File: config.mk
export PLATFORM = sky130hd
export DESIGN_NAME = rc5_job_sched
export DESIGN_NICKNAME = d
export VERILOG_FILES = /design/src/rtl/rc5_job_sched.sv
export SDC_FILE = /design/constraint.sdc
export NUM_CORES = 1
export LEC_CHECK = 0
export CORE_AREA = 2 2 142 144
export CTS_BUF_LIST = sky130_fd_sc_hd__clkbuf_4 sky130_fd_sc_hd__clkbuf_8 sky130_fd_sc_hd__clkbuf_16
export DETAILED_ROUTE_END_ITERATION = 8
export DIE_AREA = 0 0 144 146
export PLACE_DENSITY_LB_ADDON = 0.25
export SLEW_MARGIN = 40
export SYNTH_ARGS = -nofsm -noshare
export SYNTH_HDL_FRONTEND = slang
export SYNTH_SLANG_ARGS = --single-unit
export TNS_END_PERCENT = 50
File: constraint.sdc
create_clock -name clk -period 4.65 [get_ports clk]
set_input_delay 0.465 -clock clk [delete_from_list [all_inputs] [get_ports clk]]
set_output_delay 0.465 -clock clk [all_outputs]
set_load 0.01 [all_outputs]
File: src/rtl/rc5_job_sched.sv
// Job scheduler for the RC5 cipher/decipher engines: one block job at a time, engine clear/start,
// done-lag wait, result handshake and shared S-table address mux. Optional watchdog: RC5_TIMEOUT_EN.
module rc5_job_sched #(
    parameter int W        = 32,
    parameter int R        = 12,
    parameter int DONE_LAG = 2,
    parameter int TIMEOUT  = 1023,
    parameter int T_LENGTH = $clog2(2 * (R + 1))
) (
    input  logic                clk,
    input  logic                rst,
    input  logic                iValid,
    output logic                oReady,
    input  logic                iMode,
    input  logic [W-1:0]        iA,
    input  logic [W-1:0]        iB,
    output logic                oValid,
    input  logic                iReady,
    output logic [W-1:0]        oA,
    output logic [W-1:0]        oB,
    output logic                oMode,
    output logic                oErr,
    output logic                oEngRst,
    output logic                oCipStart,
    output logic                oDecStart,
    output logic [W-1:0]        oEngA,
    output logic [W-1:0]        oEngB,
    input  logic                iCipDone,
    input  logic                iDecDone,
    input  logic [W-1:0]        iCipA,
    input  logic [W-1:0]        iCipB,
    input  logic [W-1:0]        iDecA,
    input  logic [W-1:0]        iDecB,
    input  logic [T_LENGTH-1:0] iCipAddr1,
    input  logic [T_LENGTH-1:0] iCipAddr2,
    input  logic [T_LENGTH-1:0] iDecAddr1,
    input  logic [T_LENGTH-1:0] iDecAddr2,
    output logic [T_LENGTH-1:0] oSAddr1,
    output logic [T_LENGTH-1:0] oSAddr2
);

    typedef enum logic [2:0] {IDLE, CLR, START, BUSY, LAG, RESP} state_t;

    localparam int LAG_W = (DONE_LAG < 1) ? 1 : $clog2(DONE_LAG + 1);

    state_t             state, state_next;
    logic               r_mode;
    logic [LAG_W-1:0]   lag_cnt;
    logic               sel_done;
    logic               lag_last;
    logic               timeout_hit;
    logic [W-1:0]       sel_a, sel_b;

    assign sel_done = r_mode ? iDecDone : iCipDone;
    assign sel_a    = r_mode ? iDecA : iCipA;
    assign sel_b    = r_mode ? iDecB : iCipB;
    // The counter is checked before its decrement lands, so a value of 1 means the lag ends this cycle.
    assign lag_last = (lag_cnt <= LAG_W'(1));

    assign oReady    = (state == IDLE) & rst;
    assign oEngRst   = ~rst | (state == CLR);
    assign oCipStart = (state == START) & ~r_mode;
    assign oDecStart = (state == START) & r_mode;
    assign oValid    = (state == RESP);
    assign oMode     = r_mode;
    assign oSAddr1   = r_mode ? iDecAddr1 : iCipAddr1;
    assign oSAddr2   = r_mode ? iDecAddr2 : iCipAddr2;

`ifdef RC5_TIMEOUT_EN
    localparam int TO_W = $clog2(TIMEOUT + 1);

    logic [TO_W-1:0] to_cnt;
    logic            err_q;

    assign timeout_hit = (to_cnt == TO_W'(TIMEOUT - 1));
    assign oErr        = err_q;

    always_ff @(posedge clk or negedge rst) begin
        if (!rst) begin
            to_cnt <= '0;
            err_q  <= 1'b0;
        end else begin
            if (state == START)
                to_cnt <= '0;
            else if (state == BUSY)
                to_cnt <= to_cnt + TO_W'(1);
            if (state == BUSY && !sel_done && timeout_hit)
                err_q <= 1'b1;
            else if (state == LAG && lag_last)
                err_q <= 1'b0;
        end
    end
`else
    logic unused_timeout;
    assign unused_timeout = (TIMEOUT != 0);
    assign timeout_hit    = 1'b0;
    assign oErr           = 1'b0;
`endif

    // NOTE: state and datapath registers use non-blocking assignments so every flop samples pre-edge values.
    always_ff @(posedge clk or negedge rst) begin
        if (!rst)
            state <= IDLE;
        else
            state <= state_next;
    end

    // NOTE: state_next gets its default first so no path through the case leaves it unassigned (no latch).
    always_comb begin
        state_next = state;
        unique case (state)
            IDLE:    if (iValid) state_next = CLR;
            CLR:     state_next = START;
            START:   state_next = BUSY;
            BUSY: begin
                if (sel_done)
                    state_next = LAG;
                else if (timeout_hit)
                    state_next = RESP;
            end
            LAG:     if (lag_last) state_next = RESP;
            RESP:    if (iReady) state_next = IDLE;
            default: state_next = IDLE;
        endcase
    end

    // NOTE: datapath registers are reset too, so outputs read 0 during reset rather than holding stale data.
    always_ff @(posedge clk or negedge rst) begin
        if (!rst) begin
            r_mode  <= 1'b0;
            oEngA   <= '0;
            oEngB   <= '0;
            oA      <= '0;
            oB      <= '0;
            lag_cnt <= '0;
        end else begin
            case (state)
                IDLE: begin
                    if (iValid) begin
                        r_mode <= iMode;
                        oEngA  <= iA;
                        oEngB  <= iB;
                    end
                end
                BUSY: begin
                    if (sel_done) begin
                        lag_cnt <= LAG_W'(DONE_LAG);
                    end else if (timeout_hit) begin
                        oA <= '0;
                        oB <= '0;
                    end
                end
                LAG: begin
                    if (lag_cnt != '0)
                        lag_cnt <= lag_cnt - LAG_W'(1);
                    if (lag_last) begin
                        oA <= sel_a;
                        oB <= sel_b;
                    end
                end
                default: ;
            endcase
        end
    end

endmodule
Yosys cells after proc, flatten, opt, wreduce, memory -nomap -nowiden
Cells that the tools add are included.

storage, ports and cells
  register bits = 134
  bits of input ports = 219
  output and inout bits = 145
  logic and storage cells = 45

cells by class
  $add $sub $neg = 1
  order comparisons = 1
  equal/unequal tests = 10
  multiplexer cells = 13
  bitwise gates (word level) = 6
  reduce and logical (&&, ||, !) cells = 7

operators by type and width
  kind                                                 number
  two-way mux 32 bit                                   2
  case mux 3 bit (6 select lines)                      1
  two-way mux 3 bit                                    4
  two-way mux 5 bit                                    2
  != test 2 bit, second input constant                 4
  == test 3 x 2 -> 1 bit, second input constant        2
  == test 3 bit, second input constant                 2
  two-way mux 2 bit                                    2
  case mux 2 bit (2 select lines)                      1
  AND reduction 2 bit                                  2
  AND reduction 4 bit                                  1
  nonzero test 2 bit                                   2
  AND 1 bit                                            3
  == test 3 x 1 -> 1 bit, second input constant        1
  logical NOT 3 bit                                    1
  AND reduction 3 bit                                  1
  <= comparator 2 x 1 -> 1 bit, second input constant  1
  != test 2 x 1 -> 1 bit, second input constant        1
  inverter 1 bit                                       2
  subtractor 2 x 1 -> 2 bit, second input constant     1
  two-way mux 1 bit                                    1
  OR 1 bit                                             1

Longest topological paths before layout
Gate-level depths: netlist (run 1).

  word-level depth = 3
  gate-level depth with buffers = 5

Worst setup path after synthesis (run 1)
Ideal clock, no wire load.

  path type = register to output
  from = reg r_mode (netlist: oMode)
  to = out oSAddr1[0]
  arrival time = 1.329 ns
  required time = 4.185 ns
  slack = 2.856 ns
  cell stages (with the launch flop) = 5
  cells stage by stage = dfrtp_1 buf_2 buf_2 buf_2 mux2_2

between the ends
  cells in the longest elaborated chain, start to end = 1

ends and longest elaborated chain
  element                 RTL line  source
  from (decl)             47        logic r_mode;
  from (signal assigned)  140       r_mode <= iMode;
  two-way mux 5 bit       66        assign oSAddr1 = r_mode ? iDecAddr1 : iCipAddr1;
  to (decl)               38        output logic [T_LENGTH-1:0] oSAddr1,

Every way passes these cells.

Worst setup path in the final report (run 1)
  from = reg r_mode (netlist: oMode)
  to = out oCipStart

between the ends
  cells in the longest elaborated chain, start to end = 2

ends and longest elaborated chain
  element         RTL line  source
  inverter 1 bit  62        assign oCipStart = (state == START) & ~r_mode;
  AND 1 bit       62
  to (decl)       24        output logic oCipStart,

Every way passes these cells.

==> impl_metrics.tcl, run 1 <==
set metrics [dict create \
    die_h_um 146 \
    post_cts_buffers 0 \
    clock_sinks 134 \
    synth_top_family_by_area "multiplexers" \
    stdcell_count 1034 \
    synthFlopType "dfrtp_1" \
    hpwlAfterDp_mm 14.7 \
    critPathMaxFanout 48 \
    synth-seq-cells 134 \
    drc 0 \
    grt_overflow 0 \
    grtUsageTotal 0.179 \
    p_leak_uw 0.00456 \
    cts_hold_buf 0 \
    initial_utilization 0.330 \
    cp.arrival_ns 2.41 \
    wl_per_cell_um 18.5 \
    portBuffers 362 \
    num_rows 51 \
    crit_required_ns 4.18 \
    ir_drop_mv 0.269 \
    min_path_type "primary input to async pin" \
    core_um2 19300 \
    start_kind "register" \
    clock-root-buffer "clkbuf_16" \
    postSynth.asyncResetShare 1.00 \
    hold_viol 0 \
    fin_nets 977 \
    grt_pass1_vias 5019 \
    synth-simple-area-share 0.0214 \
    synth_fa_ha_area_frac 0.00393 \
    viasPerCell 4.46 \
    tns_ns 0 \
    vias 4614 \
    insertion_delay_ns 0.41 \
    dp_slack_ns 2.07 \
    syn_avg_cell_area_um2 16.2 \
    drt_pass1_iterations 4 \
    grt_pass1_wl_mm 28.6 \
    dieWidth_um 144 \
    path_clk_slew_ns 0.06 \
    postLayoutCoreUtil 0.557 \
    synth_edf_count 0 \
    drv_slew 0 \
    syn_area_um2 6370 \
    diodes 0 \
    areaGrowthSynthToFinish_pct 69.0 \
    setup_viol 0 \
    cts_htree_levels 4 \
    postRouteAntennaNets 0 \
    critPathKind "register to output port" \
    worstMarginPinSlew_ns 0.646 \
    place_congestion 0.793 \
    synth_compound_area_frac 0.0118 \
    synthCells 394 \
    power_density_nw_per_um2 630 \
    finalCritPeriodShare 0.619 \
    cap_violations 0 \
    dp.cells 1001 \
    layout-drive-gt1-share 0.322 \
    rsz0062_at_grt "false" \
    antenna_found_initial 0 \
    cts_resized 0 \
    fin_ws_ns 1.77 \
    synth.net_count 615 \
    crit_path_end_kind "output port" \
    synthMuxAreaShare 0.396 \
    clock_path_buffers 2 \
    grt_max_degree 83 \
    max_slew_margin 0.569 \
    yosysSeqAreaShare 0.526 \
    drt-total-wl_mm 19.2 \
    run_status "finished clean" \
    synth_cell_types 30 \
    clock_skew_ns 0.0105 \
    first_iter_violations 85 \
    yosys_warnings 0 \
    power_uw 6780 \
    cts_tree "yes" \
    cts_made_buffers 17 \
    ios 364 \
    max_freq_ghz 0.347 \
    post-route-min-period_ns 2.88 \
    dieArea_um2 21000 \
    synth_xor_area_frac 0 \
]
==> state kept, by name (all words and copies together) (netlist names) <==
signal   flops
state        3
oA          32
oEngB       32
oEngA       32
lag_cnt      2
oMode        1
oB          32
==> cell families after synthesis <==
family	Yosys count
adder cells (fa/ha/maj)	2
AND/OR/NAND/NOR	16
buffers and inverters	28
flip-flops	134
other	1
multiplexers	204
AO/OA/AOI/OAI	9
==> critical path: stages (launching register included) <==
cell and delay, ns:
dfrtp_4 0.72, buf_4 0.58, nor3_1 0.15, clkdlybuf4s50_1 0.51
==> worst paths after layout <==
kind	startpoint	to	slack, ns	depth (start not counted)
min	rst	oB[22]	0.01	1
min reg2reg	oEngA[27]	oEngA[27]	0.50	1
max reg2reg	oMode	lag_cnt[1]	2.38	4
max	oMode	oCipStart	1.77	3
max in group asynchronous	rst	oA[24]	3.55	2
min in group clk	oEngA[27]	oEngA[27]	0.50	1
==> cell usage in the layout, fill, tap and decap left out, types with 3 or more instances in the layout <==
cell type / instances
dfrtp_1: 133
mux2_2: 143
clkdlybuf4s50_1: 361
buf_4: 3
clkbuf_16: 17
mux2_4: 60
nand2b_1: 4
clkinv_2: 3
clkinv_4: 5
==> report_power, final <==
part           internal [uW]  switching (uW)  leakage [uW]  total (uW)
combinational           2140            1130       0.00270        3270
clock                    799             528      0.000284        1330
sequential              1770             415       0.00158        2180
total                   4710            2070       0.00456        6780
==> synth_stat cells (all sizes together), types with 2 or more instances <==
cell type    n  area share
mux2       203        0.39
dfrtp      134        0.53
buf         22       0.037
clkbuf       4      0.0024
nand2b       4      0.0039
nor4b        3      0.0065
o211ai       3      0.0057
ha           2      0.0039
inv          2      0.0012
nand2        2      0.0012
nor3b        2      0.0024
o21ai        2      0.0016
==> per-stage QoR <==
| step | hold slack, ns | instance area [um^2] |
|---|---|---|
| floorplan | 0.169 | 6370 |
| global placement | 0.461 | 10100 |
| finish | 0.0150 | 10800 |
| CTS | 0.0272 | 10700 |
| detailed placement | 0.472 | 10200 |
| global route | 0.0516 | 10800 |
==> area by class of cell <==
type / count / area, um^2
timing repair buffer: 369 / 3730
inverter: 2 / 7.51
clock buffer: 18 / 433
tap: 265 / 332
fill: 1561 / 8560
multi-input combinational: 232 / 2760
clock inverter: 14 / 151
sequential: 134 / 3360
==> layer usage <==
metal,global-route usage,part of all wire,wire [um]
met1,0.199,0.37,7120
met2,0.326,0.54,10300
met3,0.0448,0.069,1320
met4,0.0686,0.022,416
met5,0,0,0
(Power assumes the default switching activity.)
==> run 2, diff against run 1 <==
==> constraint.sdc (replaced) <==
create_clock -name clk -period 2.4 [get_ports clk]
set_input_delay 0.24 -clock clk [delete_from_list [all_inputs] [get_ports clk]]
set_output_delay 0.24 -clock clk [all_outputs]
set_load 0.01 [all_outputs]
==> run 2 against run 1 <==
Compared with the run above:
- clock power is 88% higher
- routed wire length is 0.42% higher
- clock skew is 0.00080 ns higher
- critical endpoint is now oDecStart
- hold slack better by 0.28 ns
==> impl_metrics.tcl, run 2 (synthesized netlist as in run 1, its figures left out) <==
set metrics [dict create \
    setup_viol 0 \
    startpoint "state[2]" \
    ir_drop_mv 0.515 \
    fin_ws_ns 0.163 \
    p_leak_uw 0.00455 \
    power_uw 13100 \
    dieArea_um2 21000 \
    ios 364 \
    crit_required_ns 2.16 \
    grt_overflow 0 \
    layout-drive-gt1-share 0.322 \
    min_path_type "primary input to async pin" \
    start_kind "register" \
    drv_slew 0 \
    critical_path.cell_chain "nand2b_1, nor3b_1, clkdlybuf4s50_1" \
    cts_made_buffers 17 \
    timing.critical_path.to "oDecStart" \
    grt_max_degree 130 \
    grtUsageTotal 0.178 \
    post_cts_buffers 0 \
    critPathKind "register to output port" \
    finalCritPeriodShare 0.932 \
    worstMarginPinSlew_ns 0.797 \
    multiInputGateArea_um2 2760 \
    first_iter_violations 155 \
    vias 4591 \
    power_density_nw_per_um2 1220 \
    hold_viol 0 \
    die_h_um 146 \
    tns_ns 0 \
    postLayoutCoreUtil 0.556 \
    rrSetupSlack_ns 0.41 \
    num_rows 51 \
    grt_pass1_wl_mm 28.2 \
    wl_per_cell_um 18.6 \
    path_buf_inv 1 \
    layout_common_cells "361 x clkdlybuf4s50_1, 143 x mux2_2, 132 x dfrtp_1, 60 x mux2_4, 17 x clkbuf_16" \
    dp_slack_ns 0.331 \
    cts_htree_levels 4 \
    dieWidth_um 144 \
    cts_tree "yes" \
    hpwlAfterDp_mm 14.6 \
    postRouteAntennaNets 0 \
    register_area_um2 3360 \
    r2r_end "oEngA[26]" \
    diodes 0 \
    fin_nets 977 \
    core_um2 19300 \
    clock_skew_ns 0.0113 \
    rsz0062_at_grt "false" \
    clock_sinks 134 \
    grt_pass1_vias 4991 \
    clock-root-buffer "clkbuf_16" \
    initial_utilization 0.330 \
    cp_num_cells 3 \
    antenna_found_initial 0 \
    cap_violations 0 \
    cp_slowest_cell "clkdlybuf4s50_1" \
    portBuffers 362 \
    post-route-min-period_ns 2.24 \
    max_stage_delay_ns 0.59 \
    drt-total-wl_mm 19.2 \
    crit_path_end_kind "output port" \
    final_common_cell "clkdlybuf4s50_1" \
    drt_pass1_iterations 4 \
    max_freq_ghz 0.447 \
    max_slew_margin 0.468 \
    critPathMaxFanout 11 \
    insertion_delay_ns 0.41 \
    place_congestion 0.790 \
    clock_path_buffers 2 \
    areaGrowthSynthToFinish_pct 68.6 \
    worst-r2r-cell-count 3 \
    drc 0 \
    fillers 1595 \
    viasPerCell 4.44 \
    run_status "finished clean" \
    r2r-start "state[0]" \
    cp.arrival_ns 2.00 \
    critPathTopFamily "buffers and inverters" \
    path_clk_slew_ns 0.06 \
]
[run 2: worst register-to-register path: stages, from the launching register on]
cell	delay, ns
dfrtp_1	0.56
nor4b_4	0.51
buf_12	0.35
mux2_2	0.44
[run 2: layout make-up]
class	count	share of cell area
Clock buffer	17	0.0396
Tap cell	265	0.0309
Multi-Input combinational cell	232	0.257
Inverter	2	0.000699
Timing Repair Buffer	369	0.346
Clock inverter	15	0.0132
Sequential cell	134	0.313
[run 2: worst min-delay path by stage]
stage	from	endpoint	slack [ns]	cells after the start
global route	rst	state[0]	0.28	2
detailed placement	rst	lag_cnt[1]	0.04	1
global placement	rst	lag_cnt[0]	0.04	1
finish	rst	state[1]	0.30	2
CTS	rst	state[1]	0.30	2
floorplan	rst	lag_cnt[0]	-0.06	0
[run 2: repair_timing]
item                       in CTS  in global routing
hold endpoints to repair        5                  0
resized for setup               0                  1
setup endpoints to repair       0                  1
hold buffers                    1                  0
[run 2: report_power, final]
| part | leakage (uW) | internal, uW | switching, uW |
|---|---|---|---|
| sequential | 0.00157 | 3430 | 775 |
| combinational | 0.00269 | 4150 | 2250 |
| clock | 0.000282 | 1450 | 1050 |
[run 2: metal layers]
layer  global-route usage  vias to the layer above  wire length [um]
met5                    0                        -                 0
met4               0.0632                        0               333
met3               0.0474                       20              1400
met2                0.328                      196             10500
met1                0.194                     2236              7020
li1                     -                     2139                 -
[run 2: per-stage QoR]
stage | instances | hold WS, ns | area (um^2)
final | 1034 | 0.295 | 10700
after global routing | 1034 | 0.283 | 10700
after CTS | 1034 | 0.299 | 10700
after detailed placement | 1001 | 0.0446 | 10200
after global placement | 1001 | 0.0402 | 10200
after floorplan | 394 | -0.0556 | 6370
==> run 3, diff against run 2 <==
--- a/config.mk
+++ b/config.mk
@@ -5,10 +5,10 @@
 export SDC_FILE = /design/constraint.sdc
 export NUM_CORES = 1
 export LEC_CHECK = 0
-export CORE_AREA = 2 2 142 144
+export CORE_MARGIN = 8
+export CORE_UTILIZATION = 39
 export CTS_BUF_LIST = sky130_fd_sc_hd__clkbuf_4 sky130_fd_sc_hd__clkbuf_8 sky130_fd_sc_hd__clkbuf_16
 export DETAILED_ROUTE_END_ITERATION = 8
-export DIE_AREA = 0 0 144 146
 export PLACE_DENSITY_LB_ADDON = 0.25
 export SLEW_MARGIN = 40
 export SYNTH_ARGS = -nofsm -noshare
==> constraint.sdc (replaced) <==
create_clock -name clk -period 2.2 [get_ports clk]
set_input_delay 0.22 -clock clk [delete_from_list [all_inputs] [get_ports clk]]
set_output_delay 0.22 -clock clk [all_outputs]
set_load 0.01 [all_outputs]
==> run 3 against run 2 <==
Compared with the run above:
- hold slack worse by 0.070 ns
- total power is 11% higher
- core utilization is 12 points higher
- register-to-register slack worse by 0.08 ns
- combinational power is 10% higher
- clock power is 16% higher
==> impl_metrics.tcl, run 3 (synthesized netlist as in run 1, its figures left out) <==
set metrics [dict create \
    layout_common_cells "359 x clkdlybuf4s50_1, 143 x mux2_2, 130 x dfrtp_1, 60 x mux2_4, 17 x clkbuf_16" \
    placed_cell_area_um2 10100 \
    min_path_type "primary input to async pin" \
    fillers 1153 \
    wl_met2_mm 11.6 \
    seqPwrFrac 0.315 \
    grtUsageTotal 0.203 \
    postLayoutCoreUtil 0.674 \
    cap_violations 0 \
    top_layer_used "met4" \
    ir_drop_mv 0.642 \
    dieWidth_um 144 \
    critical_path.cell_chain "mux2_2, clkdlybuf4s50_1" \
    clock_power_share 0.200 \
    insertion_delay_ns 0.41 \
    combPwrFrac 0.485 \
    path_buf_inv 1 \
    clock_path_buffers 2 \
    p_sw_frac 0.307 \
    post-route-min-period_ns 2.10 \
    num_rows 46 \
    first_iter_violations 190 \
    max_slew_margin 0.521 \
    max_stage_delay_ns 0.57 \
    clock_sinks 134 \
    drt-total-wl_mm 21.2 \
    cts_tree "yes" \
    start_kind "register" \
    path_clk_slew_ns 0.06 \
    portBuffers 362 \
    dp.cells 952 \
    rsz0062_at_grt "false" \
    setup_viol 0 \
    die_h_um 144 \
    cp.arrival_ns 1.88 \
    cts_made_buffers 17 \
    vias 4615 \
    cp_slowest_cell "dfrtp_4" \
    crit_path_end_kind "output port" \
    hold_viol 0 \
    fin_nets 977 \
    critPathMaxFanout 17 \
    max_freq_ghz 0.475 \
    p_sw_uw 4460 \
    worstMarginPinSlew_ns 0.719 \
    critPathTopFamily "flip-flops" \
    postRouteAntennaNets 0 \
    hpwlAfterDp_mm 16.6 \
    critPathKind "register to output port" \
    viasPerCell 4.69 \
    areaGrowthSynthToFinish_pct 68.7 \
    drc 0 \
    diodes 0 \
    wl_per_cell_um 21.5 \
    layout-drive-gt1-share 0.326 \
    drt_pass1_iterations 4 \
    p_leak_uw 0.00458 \
    core_um2 15900 \
    antenna_found_initial 0 \
    power_density_nw_per_um2 1350 \
    run_status "finished clean" \
    place_congestion 0.812 \
    dieArea_um2 20700 \
    initial_utilization 0.400 \
    grt_max_degree 126 \
    fin_hold_ws_ns 0.225 \
    ios 364 \
    wl_met3_mm 1.52 \
    final_common_cell "clkdlybuf4s50_1" \
    grt_pass1_wl_mm 31.3 \
    crit_required_ns 1.98 \
    intPower_uw 10100 \
    grt_overflow 0 \
    final_cell_area_um2 10700 \
    drv_slew 0 \
    stdcell_count 985 \
    routedLengthMet1_mm 7.56 \
    grt_pass1_vias 5248 \
    clock_skew_ns 0.00636 \
    finalCritPeriodShare 0.957 \
    cts_htree_levels 4 \
    clock-root-buffer "clkbuf_16" \
]
==> run 3: cell count changes in the layout (fill, tap and decap cells not counted), moves of 2 or more <==
| cell | previous run | this run |
|---|---|---|
| bufinv_16 | 1 | 3 |
| clkdlybuf4s50_1 | 361 | 359 |
| clkinv_2 | 4 | 2 |
| clkinvlp_4 | 1 | 3 |
| dfrtp_1 | 132 | 130 |
| dfrtp_2 | 1 | 3 |
| inv_6 | 5 | 3 |
| inv_8 | 2 | 0 |
==> run 3: worst paths after layout <==
kind,to,slack (ns),start,depth (start not counted)
setup / recovery,oSAddr2[0],0.1,oMode,2
hold / removal,oEngB[31],0.23,rst,2
setup reg to reg,oB[9],0.33,oMode,3
hold reg to reg,oEngB[27],0.50,oEngB[27],1
max in group asynchronous,oEngA[17],1.07,rst,3
min in group clk,oEngB[11],0.42,iB[11],2
==> run 3: worst reg2reg max path: stages (launching register included) <==
cell and delay (ns):
dfrtp_4 0.57, buf_4 0.48, mux2_2 0.44, mux2_4 0.27
==> run 3: cell type report <==
class                   instances  area, um^2  area share
clock buffers                  18         433      0.0403
clock inverters                14         175      0.0163
inverters                       2        7.51    0.000699
multi-input cells             232        2770       0.258
flip-flops and latches        134        3360       0.313
well taps                     216         270      0.0252
repair buffers                369        3730       0.347
==> run 3: metrics by stage <==
step           setup slack, ns  power, uW  setup TNS (ns)
4_1_cts                -0.0752      14700         -0.0752
6_report                0.0953      14500               0
2_1_floorplan            0.543       7980               0
3_5_place_dp             0.287      11800               0
5_1_grt                 0.0268      15300               0
3_3_place_gp             0.339      11500               0
==> run 3: timing repair <==
action                                  in CTS  in global routing
hold buffers                                 1                  0
hold endpoints to repair                     9                  0
resized for setup                            3                  3
endpoints found under the setup margin       3                  4
buffers inserted                             0                  0
pin swaps                                    0                  0
==> run 3: routing by layer <==
layer	global-route usage	vias to the layer above
li1	-	2144
met1	0.209	2275
met2	0.374	170
met3	0.0640	26
met4	0.0769	0
met5	0	-
==> run 3: power groups by stage <==
| stage | Clock, uW | Combinational, uW | Sequential [uW] |
|---|---|---|---|
| 5_1_grt | 3090 | 7430 | 4760 |
| 6_report | 2900 | 7050 | 4580 |
| 4_1_cts | 2970 | 7170 | 4590 |
| 3_3_place_gp | 0 | 7020 | 4510 |
| 3_5_place_dp | 0 | 7140 | 4620 |
| 2_1_floorplan | 0 | 3000 | 4980 |
